==> src/rtl/pn_pkg.sv <==
// Shared spike-word layout, FSM states and FIFO entry type
// for the PN encoder and the PN controller decode path.
package pn_pkg;

   localparam int PN_ID_W   = 7;
   localparam int SPIKE_BIT = 14;
   localparam int RC_BIT    = 15;
   localparam int ID_A_LSB  = 0;
   localparam int ID_A_MSB  = 6;
   localparam int ID_B_LSB  = 7;
   localparam int ID_B_MSB  = 13;

   typedef enum logic [1:0] {
      ST_IDLE,
      ST_HOLD,
      ST_FLUSH
   } pn_state_e;

   typedef struct packed {
      logic               rc;
      logic [PN_ID_W-1:0] id;
   } pn_entry_t;

   function automatic logic [15:0] pn_word(
      input logic               rc,
      input logic [PN_ID_W-1:0] id_b,
      input logic [PN_ID_W-1:0] id_a
   );
      logic [15:0] w;
      w                     = '0;
      w[RC_BIT]             = rc;
      w[SPIKE_BIT]          = 1'b0;
      w[ID_B_MSB:ID_B_LSB]  = id_b;
      w[ID_A_MSB:ID_A_LSB]  = id_a;
      return w;
   endfunction

endpackage

==> src/rtl/pn_sync_fifo.sv <==
// Show-ahead synchronous FIFO; pointers carry an extra MSB
// so full and empty are told apart without a counter.
module pn_sync_fifo #(
   parameter int DEPTH = 16,
   parameter int WIDTH = 8
) (
   input  logic             clk,
   input  logic             rst,
   input  logic             push,
   input  logic             pop,
   input  logic [WIDTH-1:0] din,
   output logic [WIDTH-1:0] dout,
   output logic             full,
   output logic             empty
);

   localparam int AW = $clog2(DEPTH);

   logic [WIDTH-1:0] mem [DEPTH];
   logic [AW:0]      wr_ptr;
   logic [AW:0]      rd_ptr;
   logic             wr_en;
   logic             rd_en;

   assign empty = (wr_ptr == rd_ptr);
   assign full  = (wr_ptr[AW] != rd_ptr[AW]) &&
                  (wr_ptr[AW-1:0] == rd_ptr[AW-1:0]);
   assign rd_en = pop && !empty;
   assign wr_en = push && (!full || rd_en);
   assign dout  = mem[rd_ptr[AW-1:0]];

   always_ff @(posedge clk) begin
      if (rst) begin
         wr_ptr <= '0;
         rd_ptr <= '0;
      end else begin
         if (wr_en) wr_ptr <= wr_ptr + 1'b1;
         if (rd_en) rd_ptr <= rd_ptr + 1'b1;
      end
   end

   always_ff @(posedge clk) begin
      if (wr_en) mem[wr_ptr[AW-1:0]] <= din;
   end

endmodule

==> src/rtl/pn_spike_encoder.sv <==
// Packs fired-neuron IDs into paired spike address words
// and streams them to the inter-core link.
module pn_spike_encoder
   import pn_pkg::*;
#(
   parameter int DEPTH        = 16,
   parameter int HOLD_TIMEOUT = 8,
   parameter int ID_W         = 7
) (
   input  logic            clk,
   input  logic            rst,
   input  logic            fire_valid,
   output logic            fire_ready,
   input  logic [ID_W-1:0] fire_id,
   input  logic            fire_rc,
   input  logic            ts_end,
   output logic [15:0]     oADDR,
   output logic            oValid,
   input  logic            oReady,
   output logic            flush_done,
   output logic            drop_err
);

   localparam int CW = $clog2(HOLD_TIMEOUT) + 1;
   localparam logic [CW-1:0] CNT_LAST = CW'(HOLD_TIMEOUT - 1);
   localparam logic [CW-1:0] CNT_MAX  = '1;

   pn_state_e        state, state_n;
   pn_entry_t        head, in_entry;
   logic             full, empty;
   logic             alive;
   logic             push, pop, load, adv;
   logic [ID_W-1:0]  held_id, held_id_n;
   logic             held_vld, held_vld_n;
   logic [CW-1:0]    cnt, cnt_n;
   logic             flush_pend, flush_pend_n;
   logic             done_n, drop_set;
   logic [15:0]      word_n;

   assign fire_ready = alive && !full;
   assign push       = fire_valid && fire_ready;
   assign in_entry   = {fire_rc, fire_id};
   assign adv        = !oValid || oReady;

   pn_sync_fifo #(
      .DEPTH (DEPTH),
      .WIDTH ($bits(pn_entry_t))
   ) u_fifo (
      .clk   (clk),
      .rst   (rst),
      .push  (push),
      .pop   (pop),
      .din   (in_entry),
      .dout  (head),
      .full  (full),
      .empty (empty)
   );

   always_comb begin
      state_n    = state;
      held_id_n  = held_id;
      held_vld_n = held_vld;
      cnt_n      = cnt;
      pop        = 1'b0;
      load       = 1'b0;
      word_n     = '0;
      done_n     = 1'b0;
      drop_set   = 1'b0;
      if (adv) begin
         unique case (state)
            ST_IDLE: begin
               if (!empty && head.id == '0) begin
                  pop      = 1'b1;
                  drop_set = 1'b1;
               end else if (!empty && head.rc) begin
                  pop    = 1'b1;
                  load   = 1'b1;
                  word_n = pn_word(1'b1, '0, head.id);
               end else if (!empty) begin
                  pop        = 1'b1;
                  held_id_n  = head.id;
                  held_vld_n = 1'b1;
                  cnt_n      = '0;
                  state_n    = ST_HOLD;
               end else if (flush_pend) begin
                  state_n = ST_FLUSH;
               end
            end
            ST_HOLD: begin
               if (!empty && head.id == '0) begin
                  pop      = 1'b1;
                  drop_set = 1'b1;
               end else if (!empty && head.rc) begin
                  // rich-club head stays queued; the lone ID goes out first
                  load       = 1'b1;
                  word_n     = pn_word(1'b0, '0, held_id);
                  held_vld_n = 1'b0;
                  state_n    = ST_IDLE;
               end else if (!empty) begin
                  pop        = 1'b1;
                  load       = 1'b1;
                  word_n     = pn_word(1'b0, head.id, held_id);
                  held_vld_n = 1'b0;
                  state_n    = ST_IDLE;
               end else if (flush_pend) begin
                  state_n = ST_FLUSH;
               end else if (cnt == CNT_LAST) begin
                  load       = 1'b1;
                  word_n     = pn_word(1'b0, '0, held_id);
                  held_vld_n = 1'b0;
                  state_n    = ST_IDLE;
               end else if (cnt != CNT_MAX) begin
                  cnt_n = cnt + 1'b1;
               end
            end
            ST_FLUSH: begin
               if (held_vld) begin
                  load       = 1'b1;
                  word_n     = pn_word(1'b0, '0, held_id);
                  held_vld_n = 1'b0;
               end else begin
                  done_n  = 1'b1;
                  state_n = ST_IDLE;
               end
            end
            default: state_n = ST_IDLE;
         endcase
      end
      flush_pend_n = flush_pend;
      if (done_n) flush_pend_n = 1'b0;
      else if (ts_end && state != ST_FLUSH) flush_pend_n = 1'b1;
   end

   always_ff @(posedge clk) begin
      if (rst) begin
         state      <= ST_IDLE;
         held_id    <= '0;
         held_vld   <= 1'b0;
         cnt        <= '0;
         flush_pend <= 1'b0;
         flush_done <= 1'b0;
         drop_err   <= 1'b0;
         alive      <= 1'b0;
         oValid     <= 1'b0;
         oADDR      <= '0;
      end else begin
         state      <= state_n;
         held_id    <= held_id_n;
         held_vld   <= held_vld_n;
         cnt        <= cnt_n;
         flush_pend <= flush_pend_n;
         flush_done <= done_n;
         drop_err   <= drop_err | drop_set;
         alive      <= 1'b1;
         if (load) begin
            oADDR  <= word_n;
            oValid <= 1'b1;
         end else if (oReady) begin
            oValid <= 1'b0;
         end
      end
   end

endmodule

==> config.mk <==
export PLATFORM = sky130hd
export DESIGN_NAME = pn_spike_encoder
export DESIGN_NICKNAME = d
export VERILOG_FILES = /design/src/rtl/pn_pkg.sv /design/src/rtl/pn_sync_fifo.sv /design/src/rtl/pn_spike_encoder.sv
export SDC_FILE = /design/constraint.sdc
export NUM_CORES = 1
export LEC_CHECK = 0
export ABC_AREA = 0
export BUFFER_PORTS_ARGS = -buffer_cell sky130_fd_sc_hd__buf_2
export CAP_MARGIN = 10
export CELL_PAD_IN_SITES_DETAIL_PLACEMENT = 1
export CELL_PAD_IN_SITES_GLOBAL_PLACEMENT = 2
export CORE_UTILIZATION = 36
export DETAILED_ROUTE_END_ITERATION = 12
export PLACE_DENSITY_LB_ADDON = 0.05
export SLEW_MARGIN = 20
export SYNTH_ARGS = -nofsm -noshare
export SYNTH_HDL_FRONTEND = slang
export SYNTH_SLANG_ARGS = --single-unit
==> constraint.sdc <==
create_clock -name clk -period 4.2 [get_ports clk]
set_clock_uncertainty 0.05 [all_clocks]
set_input_delay 0.84 -clock clk [delete_from_list [all_inputs] [get_ports clk]]
set_output_delay 0.84 -clock clk [all_outputs]
set_load 0.02 [all_outputs]
==> results of run 1 <==
power groups by stage:
stage | sequential [W] | clock (W) | combinational, W
after floorplan | 0.00209 | 0 | 0.000779
after global placement | 0.00207 | 0 | 0.00109
after detailed placement | 0.00207 | 0 | 0.00109
after CTS | 0.00203 | 0.00166 | 0.00110
after global routing | 0.00205 | 0.00173 | 0.00119
final | 0.00203 | 0.00162 | 0.00109
metrics by stage:
step / total power (W) / instances / hold WS (ns)
detailed placement: 0.00317 / 762 / 0.415
global route: 0.00496 / 794 / 0.449
floorplan: 0.00287 / 482 / 0.402
CTS: 0.00479 / 794 / 0.434
finish: 0.00474 / 794 / 0.434
global placement: 0.00316 / 762 / 0.413
area by class of cell:
cell class / count / area (um^2) / area share [%]
Tap cell: 265 / 332 / 3.98
Sequential cell: 176 / 4810 / 57.7
Clock buffer: 18 / 429 / 5.16
Timing Repair Buffer: 41 / 230 / 2.77
Clock inverter: 14 / 169 / 2.03
Multi-Input combinational cell: 270 / 2320 / 27.9
Inverter: 10 / 37.5 / 0.451
worst paths after layout:
path	start	to	slack, ns	depth (start not counted)
max	flip-flop	held_id[5]$_SDFFE_PP0P_	0.68	8
max reg2reg	flip-flop	held_id[5]$_SDFFE_PP0P_	0.68	8
min	oADDR[11]$_SDFFE_PP0P_	oADDR[11]$_SDFFE_PP0P_	0.43	1
min reg2reg	oADDR[11]$_SDFFE_PP0P_	oADDR[11]$_SDFFE_PP0P_	0.43	1
flip-flops by register name (all words and copies together) (netlist names), 2 cells and up, named ones only:
name	cells
u_fifo.mem	128
held_id	7
cnt	4
oADDR	15
state	2
u_fifo.rd_ptr	5
u_fifo.wr_ptr	5
critical path, cell delays in order (launching register included):
cell and delay, ns:
sky130_fd_sc_hd__dfxtp_2 0.56, sky130_fd_sc_hd__buf_4 0.32, sky130_fd_sc_hd__mux4_2 0.53, sky130_fd_sc_hd__a22oi_1 0.23, sky130_fd_sc_hd__nand2_1 0.31, sky130_fd_sc_hd__or4_1 0.65
sky130_fd_sc_hd__o2111a_1 0.43, sky130_fd_sc_hd__mux2i_1 0.23, sky130_fd_sc_hd__nor2_1 0.05
placed cells by master, fill, tap and decap left out, types with 3 or more instances in the layout:
cell type	count
sky130_fd_sc_hd__a21oi_1	29
sky130_fd_sc_hd__a22o_1	14
sky130_fd_sc_hd__a22oi_1	18
sky130_fd_sc_hd__a31oi_1	3
sky130_fd_sc_hd__buf_2	31
sky130_fd_sc_hd__buf_4	10
sky130_fd_sc_hd__clkbuf_16	17
sky130_fd_sc_hd__dfxtp_1	47
sky130_fd_sc_hd__edfxtp_1	128
sky130_fd_sc_hd__ha_1	11
sky130_fd_sc_hd__inv_1	10
sky130_fd_sc_hd__inv_6	5
sky130_fd_sc_hd__inv_8	4
sky130_fd_sc_hd__mux2i_1	9
sky130_fd_sc_hd__mux4_1	4
sky130_fd_sc_hd__mux4_2	28
sky130_fd_sc_hd__nand2_1	17
sky130_fd_sc_hd__nand2_2	3
sky130_fd_sc_hd__nand2b_1	4
sky130_fd_sc_hd__nand3_1	8
sky130_fd_sc_hd__nand3b_1	3
sky130_fd_sc_hd__nand4_1	3
sky130_fd_sc_hd__nor2_1	41
sky130_fd_sc_hd__nor2b_1	6
sky130_fd_sc_hd__nor3_1	6
sky130_fd_sc_hd__o21ai_0	7
sky130_fd_sc_hd__o31ai_1	8
sky130_fd_sc_hd__or3_1	5
sky130_fd_sc_hd__or4_1	4
sky130_fd_sc_hd__xnor2_1	7
sky130_fd_sc_hd__xor2_1	4
synthesized netlist by cell type (4+ instances only):
cell and instances:
sky130_fd_sc_hd__dfxtp_1 48, sky130_fd_sc_hd__ha_1 11, sky130_fd_sc_hd__mux2i_1 9, sky130_fd_sc_hd__inv_1 10, sky130_fd_sc_hd__mux4_2 28, sky130_fd_sc_hd__nand2b_1 4
sky130_fd_sc_hd__clkbuf_1 14, sky130_fd_sc_hd__o31ai_1 8, sky130_fd_sc_hd__a22o_1 14, sky130_fd_sc_hd__nor2_1 41, sky130_fd_sc_hd__nand2_1 17, sky130_fd_sc_hd__a22oi_1 18
sky130_fd_sc_hd__nor2b_1 6, sky130_fd_sc_hd__nand3_1 8, sky130_fd_sc_hd__edfxtp_1 128, sky130_fd_sc_hd__or3_1 5, sky130_fd_sc_hd__nor3_1 6, sky130_fd_sc_hd__or4_1 4
sky130_fd_sc_hd__buf_1 5, sky130_fd_sc_hd__a21oi_1 29, sky130_fd_sc_hd__buf_6 4, sky130_fd_sc_hd__xor2_1 4, sky130_fd_sc_hd__xnor2_1 7, sky130_fd_sc_hd__o21ai_0 7
sky130_fd_sc_hd__mux4_1 4
kinds of logic (layout without fill, tap and decap cells):
group                      after synthesis  in the layout
xor gates and xnor gates                11             11
DFF                                    176            176
adders and majority gates               11             11
and+or+nand+nor                        110            110
buffers and inverters                   36             83
other                                    1              1
muxes                                   42             42
AOI/OAI and AO/OA                       95             95
metal layers:
| layer | global-route usage [%] | wire length [um] | vias to the layer above |
|---|---|---|---|
| met4 | 4.65 | 227 | 0 |
| met1 | 22.5 | 7750 | 2159 |
| met3 | 4.30 | 528 | 15 |
| li1 | - | - | 1952 |
| met2 | 31.1 | 9010 | 65 |
| met5 | 0 | 0 | - |
==> run_summary.xml, run 1 <==
<?xml version="1.0" encoding="UTF-8"?>
<metrics>
  <group name="status">
    <metric name="status" unit="">complete, no violations</metric>
  </group>
  <group name="placement">
    <metric name="globalplace.congestion" unit="">0.769</metric>
    <metric name="dpl_worst_slack" unit="ns">0.643</metric>
    <metric name="buffer_ports.inserted" unit="">31</metric>
    <metric name="dpl-instance-area" unit="um^2">7730</metric>
    <metric name="dp_hpwl" unit="um">11800</metric>
  </group>
  <group name="cts">
    <metric name="clkTransAtPathRegs" unit="ns">0.07</metric>
    <metric name="tritoncts_clock_tree" unit="">built</metric>
    <metric name="ctsHtreeMaxLevel" unit="">4</metric>
    <metric name="cts_buffers" unit="">17</metric>
    <metric name="cts_setup_buffers" unit="">0</metric>
    <metric name="cts.root.buffer_cell" unit="">sky130_fd_sc_hd__clkbuf_16</metric>
    <metric name="cts.path.max_buffers" unit="">2</metric>
    <metric name="holdBufCountCts" unit="">0</metric>
    <metric name="clock_latency_at_the_later_pin_of_the_worst_skew_pair" unit="ns">0.43</metric>
    <metric name="post_cts_resized" unit="">0</metric>
    <metric name="numClockSinks" unit="">176</metric>
  </group>
  <group name="min_path">
    <metric name="min-delay-path-class" unit="">flip-flop to flip-flop</metric>
  </group>
  <group name="timing">
    <metric name="layout_setup_ws" unit="ns">0.685</metric>
    <metric name="finalCritPeriodShare" unit="%">83.7</metric>
    <metric name="final_hold_viol_count" unit="">0</metric>
    <metric name="finalWorstPathRequiredPeriod" unit="ns">3.52</metric>
    <metric name="setup_viol" unit="">0</metric>
    <metric name="maxSlewViolCount" unit="">0</metric>
    <metric name="slew_headroom" unit="%">34.7</metric>
    <metric name="measured_slew_at_the_worst_slew_check_pin" unit="ns">0.975</metric>
    <metric name="maxClockFrequency" unit="MHz">284</metric>
    <metric name="grt_setup_unrepaired" unit="">false</metric>
    <metric name="setup_tns" unit="ns">0</metric>
  </group>
  <group name="yosys">
    <metric name="synth.top_cells.by_area" unit="">sky130_fd_sc_hd__edfxtp_1 (53%), sky130_fd_sc_hd__dfxtp_1 (13%), sky130_fd_sc_hd__mux4_2 (8.6%), sky130_fd_sc_hd__nor2_1 (2.1%), sky130_fd_sc_hd__a21oi_1 (2.0%)</metric>
    <metric name="synth_top_area_share" unit="%">52.5</metric>
    <metric name="synth_ff_type" unit="">sky130_fd_sc_hd__edfxtp_1</metric>
    <metric name="synth.cell_area" unit="um^2">7310</metric>
    <metric name="synth_adder_area_share" unit="%">1.88</metric>
    <metric name="post_synthesis_register_bit_count" unit="">176</metric>
    <metric name="synth.avg_cell_area" unit="um^2">15.2</metric>
    <metric name="muxShareOfSynthArea" unit="%">11.4</metric>
    <metric name="synth_xor_xnor_area_share" unit="%">1.32</metric>
    <metric name="ys_async_sr_fraction" unit="%">0</metric>
    <metric name="yosysWarningCount" unit="">0</metric>
    <metric name="synth-compound-area-share" unit="%">9.12</metric>
    <metric name="synth-simple-area-share" unit="%">7.92</metric>
    <metric name="yosysSeqAreaShare" unit="%">65.7</metric>
    <metric name="synth_area_leader" unit="">sky130_fd_sc_hd__edfxtp_1</metric>
    <metric name="yosysUniqueCellTypes" unit="">53</metric>
    <metric name="synth_top_family_by_area" unit="">multiplexers</metric>
    <metric name="synth_enable_flop_cells" unit="">128</metric>
    <metric name="post_synth_net_total" unit="">506</metric>
    <metric name="synthesis.instances" unit="">482</metric>
  </group>
  <group name="worst_setup_path">
    <metric name="worstSetupPathType" unit="">flip-flop to flip-flop</metric>
    <metric name="crit_fanout" unit="">11</metric>
    <metric name="setup.worst_path.end_class" unit="">flip-flop</metric>
    <metric name="worst-endpoint-arrival" unit="ns">3.74</metric>
    <metric name="worstPathRequired" unit="ns">4.43</metric>
    <metric name="startpoint_type" unit="">flip-flop</metric>
  </group>
  <group name="die">
    <metric name="boundaryPins" unit="">33</metric>
    <metric name="coreArea" unit="um^2">19700</metric>
    <metric name="starting_utilization_of_the_core_area" unit="%">37.1</metric>
    <metric name="horizontal_extent_of_the_die" unit="um">145</metric>
    <metric name="die_height" unit="um">145</metric>
    <metric name="placementRows" unit="">51</metric>
    <metric name="design.die.area" unit="um^2">20900</metric>
  </group>
  <group name="pwr">
    <metric name="static_leakage" unit="nW">2.79</metric>
    <metric name="share_seq_of_total_power" unit="%">42.9</metric>
    <metric name="peakVddDrop" unit="mV">0.499</metric>
    <metric name="power_frac_comb" unit="%">22.9</metric>
    <metric name="switchingPower" unit="W">0.00146</metric>
    <metric name="p_int" unit="W">0.00328</metric>
    <metric name="power.density" unit="nW/um^2">569</metric>
    <metric name="switching_share" unit="%">30.7</metric>
    <metric name="power_frac_clock" unit="%">34.2</metric>
  </group>
  <group name="run">
    <metric name="drv_cap" unit="">0</metric>
  </group>
  <group name="detailed_routing">
    <metric name="drc" unit="">0</metric>
    <metric name="drt_first_pass_iters" unit="">4</metric>
    <metric name="vias" unit="">4191</metric>
    <metric name="ant_nets" unit="">0</metric>
    <metric name="routed_wl" unit="um">17500</metric>
    <metric name="route.detailed.wl_per_inst" unit="um">22.1</metric>
    <metric name="first_iter_violations" unit="">215</metric>
    <metric name="viasPerCell" unit="">5.28</metric>
  </group>
  <group name="finish">
    <metric name="finish.instance_area" unit="um^2">8320</metric>
    <metric name="share_of_final_layout_standard_cells_stronger_than_drive_strength_1" unit="%">21.0</metric>
    <metric name="finish.net_count" unit="">540</metric>
    <metric name="diodes" unit="">0</metric>
    <metric name="layout.filler_cells" unit="">1958</metric>
    <metric name="syn_to_final_growth" unit="%">13.8</metric>
    <metric name="utilization" unit="%">42.2</metric>
  </group>
  <group name="global_routing">
    <metric name="grt.overflow.total" unit="">0</metric>
    <metric name="antenna_found_initial" unit="">0</metric>
    <metric name="grt_util_all_layers" unit="%">18.0</metric>
    <metric name="grt_max_degree" unit="">35</metric>
    <metric name="number_of_global_route_vias_before_repair" unit="">4432</metric>
    <metric name="grt_pass1_wl" unit="um">26700</metric>
  </group>
</metrics>
Power figures use the tool's default switching activity.
==> run 2, diff against run 1 <==
==> constraint.sdc (replaced) <==
create_clock -name clk -period 2.88 [get_ports clk]
set_clock_uncertainty 0.05 [all_clocks]
set_input_delay 0.576 -clock clk [delete_from_list [all_inputs] [get_ports clk]]
set_output_delay 0.576 -clock clk [all_outputs]
set_load 0.02 [all_outputs]
==> run 2 against run 1 <==
Effect of this change:
- worst hold slack got worse by 0.013 ns
- non-clock buffer count is 69 higher
- sequential power up 46%
- count of clock-buffer cells in the layout is the same
- final cell count grew 8.7%
- via count increased by 8.4%
- cell area up 10%
- flip-flop and latch count unchanged
- utilization grew 4.3 points
- routed wire length grew 6.9%
==> run_summary.xml, run 2 (same netlist as run 1, synthesis figures left out) <==
<?xml version="1.0" encoding="UTF-8"?>
<metrics>
  <group name="timing">
    <metric name="setup_viol" unit="">0</metric>
    <metric name="maxClockFrequency" unit="MHz">348</metric>
    <metric name="layout_setup_ws" unit="ns">0.00510</metric>
    <metric name="finalCritPeriodShare" unit="%">99.8</metric>
    <metric name="grt_setup_unrepaired" unit="">true</metric>
    <metric name="final_hold_viol_count" unit="">0</metric>
    <metric name="finalWorstPathRequiredPeriod" unit="ns">2.87</metric>
    <metric name="maxSlewViolCount" unit="">0</metric>
    <metric name="measured_slew_at_the_worst_slew_check_pin" unit="ns">0.940</metric>
    <metric name="slew_headroom" unit="%">37.1</metric>
  </group>
  <group name="worst_setup_path">
    <metric name="worstSetupPathType" unit="">flip-flop to flip-flop</metric>
    <metric name="worstPathRequired" unit="ns">3.14</metric>
    <metric name="crit_fanout" unit="">8</metric>
    <metric name="startpoint_type" unit="">flip-flop</metric>
    <metric name="setup.worst_path.end_class" unit="">flip-flop</metric>
    <metric name="worst-endpoint-arrival" unit="ns">3.13</metric>
  </group>
  <group name="global_routing">
    <metric name="grt_util_all_layers" unit="%">19.6</metric>
    <metric name="grt_pass1_wl" unit="um">28900</metric>
    <metric name="grt.overflow.total" unit="">0</metric>
    <metric name="grt_max_degree" unit="">21</metric>
    <metric name="met1_routing_resource_usage_after_global_routing" unit="%">23.1</metric>
    <metric name="grt-busiest-layer" unit="">met2</metric>
    <metric name="number_of_global_route_vias_before_repair" unit="">4923</metric>
    <metric name="antenna_found_initial" unit="">0</metric>
    <metric name="met2_layer_usage_reported_by_global_route" unit="%">35.7</metric>
    <metric name="groute.layer.met3.usage" unit="%">3.81</metric>
  </group>
  <group name="detailed_routing">
    <metric name="first_iter_violations" unit="">199</metric>
    <metric name="route.detailed.wl_per_inst" unit="um">21.7</metric>
    <metric name="drt_first_pass_iters" unit="">4</metric>
    <metric name="drc" unit="">0</metric>
    <metric name="ant_nets" unit="">0</metric>
    <metric name="viasPerCell" unit="">5.26</metric>
    <metric name="vias" unit="">4541</metric>
    <metric name="routed_wl" unit="um">18700</metric>
  </group>
  <group name="cts">
    <metric name="ctsHtreeMaxLevel" unit="">4</metric>
    <metric name="cts.root.buffer_cell" unit="">sky130_fd_sc_hd__clkbuf_16</metric>
    <metric name="clock_latency_at_the_later_pin_of_the_worst_skew_pair" unit="ns">0.43</metric>
    <metric name="cts.path.max_buffers" unit="">2</metric>
    <metric name="clkTransAtPathRegs" unit="ns">0.07</metric>
    <metric name="numClockSinks" unit="">176</metric>
    <metric name="cts_buffers" unit="">17</metric>
    <metric name="tritoncts_clock_tree" unit="">built</metric>
  </group>
  <group name="die">
    <metric name="die_height" unit="um">145</metric>
    <metric name="boundaryPins" unit="">33</metric>
    <metric name="horizontal_extent_of_the_die" unit="um">145</metric>
    <metric name="placementRows" unit="">51</metric>
    <metric name="design.die.area" unit="um^2">20900</metric>
    <metric name="starting_utilization_of_the_core_area" unit="%">37.1</metric>
    <metric name="coreArea" unit="um^2">19700</metric>
  </group>
  <group name="status">
    <metric name="status" unit="">complete, no violations</metric>
  </group>
  <group name="finish">
    <metric name="largest_register_ff_count" unit="">128</metric>
    <metric name="share_of_final_layout_standard_cells_stronger_than_drive_strength_1" unit="%">37.5</metric>
    <metric name="finish.instance_area" unit="um^2">9180</metric>
    <metric name="final_common_cell" unit="">sky130_fd_sc_hd__edfxtp_1</metric>
    <metric name="final_cell_mix" unit="">sky130_fd_sc_hd__edfxtp_1 (128), sky130_fd_sc_hd__buf_4 (66), sky130_fd_sc_hd__dfxtp_1 (47)</metric>
    <metric name="syn_to_final_growth" unit="%">25.5</metric>
    <metric name="diodes" unit="">0</metric>
    <metric name="finish.net_count" unit="">609</metric>
  </group>
  <group name="min_path">
    <metric name="hp-start" unit="">oADDR[12]$_SDFFE_PP0P_</metric>
    <metric name="min-delay-path-class" unit="">flip-flop to flip-flop</metric>
  </group>
  <group name="placement">
    <metric name="dpl_worst_slack" unit="ns">-0.240</metric>
    <metric name="globalplace.congestion" unit="">0.750</metric>
    <metric name="dpl-instance-area" unit="um^2">8190</metric>
    <metric name="dp_hpwl" unit="um">12900</metric>
    <metric name="buffer_ports.inserted" unit="">31</metric>
  </group>
  <group name="run">
    <metric name="drv_cap" unit="">0</metric>
  </group>
  <group name="pwr">
    <metric name="static_leakage" unit="nW">3.16</metric>
    <metric name="power.density" unit="nW/um^2">824</metric>
    <metric name="peakVddDrop" unit="mV">0.484</metric>
  </group>
</metrics>
-- run 2: final cells by class --
cell class / count / area [um^2]
multi-input cells: 270 / 2550
clock inverters: 14 / 175
well taps: 265 / 332
repair buffers: 110 / 841
clock buffers: 18 / 429
flip-flops and latches: 176 / 4810
inverters: 10 / 37.5
fillers: 1939 / 10500
-- run 2: critical path: stages, from the launching register on --
cell and delay, ns:
sky130_fd_sc_hd__dfxtp_4 0.38, sky130_fd_sc_hd__buf_12 0.14, sky130_fd_sc_hd__buf_6 0.11, sky130_fd_sc_hd__mux4_2 0.49, sky130_fd_sc_hd__a22oi_2 0.25, sky130_fd_sc_hd__nand2_2 0.13
sky130_fd_sc_hd__or4_4 0.57, sky130_fd_sc_hd__o2111a_2 0.38, sky130_fd_sc_hd__mux2i_1 0.18, sky130_fd_sc_hd__nor2_1 0.07
-- run 2: per-layer routing --
layer | up-vias | share of wire [%]
met1 | 2387 | 43
met4 | 0 | 1.5
met2 | 55 | 54
met3 | 13 | 2.0
met5 | - | 0
li1 | 2086 | -
-- run 2: stage by stage --
stage                     TNS (ns)  hold slack [ns]  total power [W]  utilization [%]  instances
after CTS                        0            0.424          0.00753             45.8        862
after global placement       -2.65            0.402          0.00492             41.6        816
after floorplan                  0            0.402          0.00419                -        482
after global routing        -0.508            0.432          0.00792             46.5        863
final                            0            0.421          0.00756             46.5        863
after detailed placement     -4.80            0.407          0.00496             41.6        816
-- run 2: final timing paths --
path                                                 to  slack (ns)  cells after the start
worst min register to register   oADDR[12]$_SDFFE_PP0P_        0.42                      1
worst max-delay path            held_id[2]$_SDFFE_PP0P_       0.005                      9
worst max register to register  held_id[2]$_SDFFE_PP0P_       0.005                      9
worst min-delay path             oADDR[12]$_SDFFE_PP0P_        0.42                      1
-- run 2: power breakdown --
part / leakage (nW) / switching [W] / internal, W
Sequential: 1.54 / 0.000115 / 0.00285
Clock: 0.289 / 0.00105 / 0.00131
Combinational: 1.33 / 0.00117 / 0.00106
-- run 2: timing repair --
item	in CTS	in global routing
resized for setup	26	36
pin swaps	9	25
setup endpoints to repair	37	36
hold buffers	0	0
cloned	1	0
setup buffers	13	2
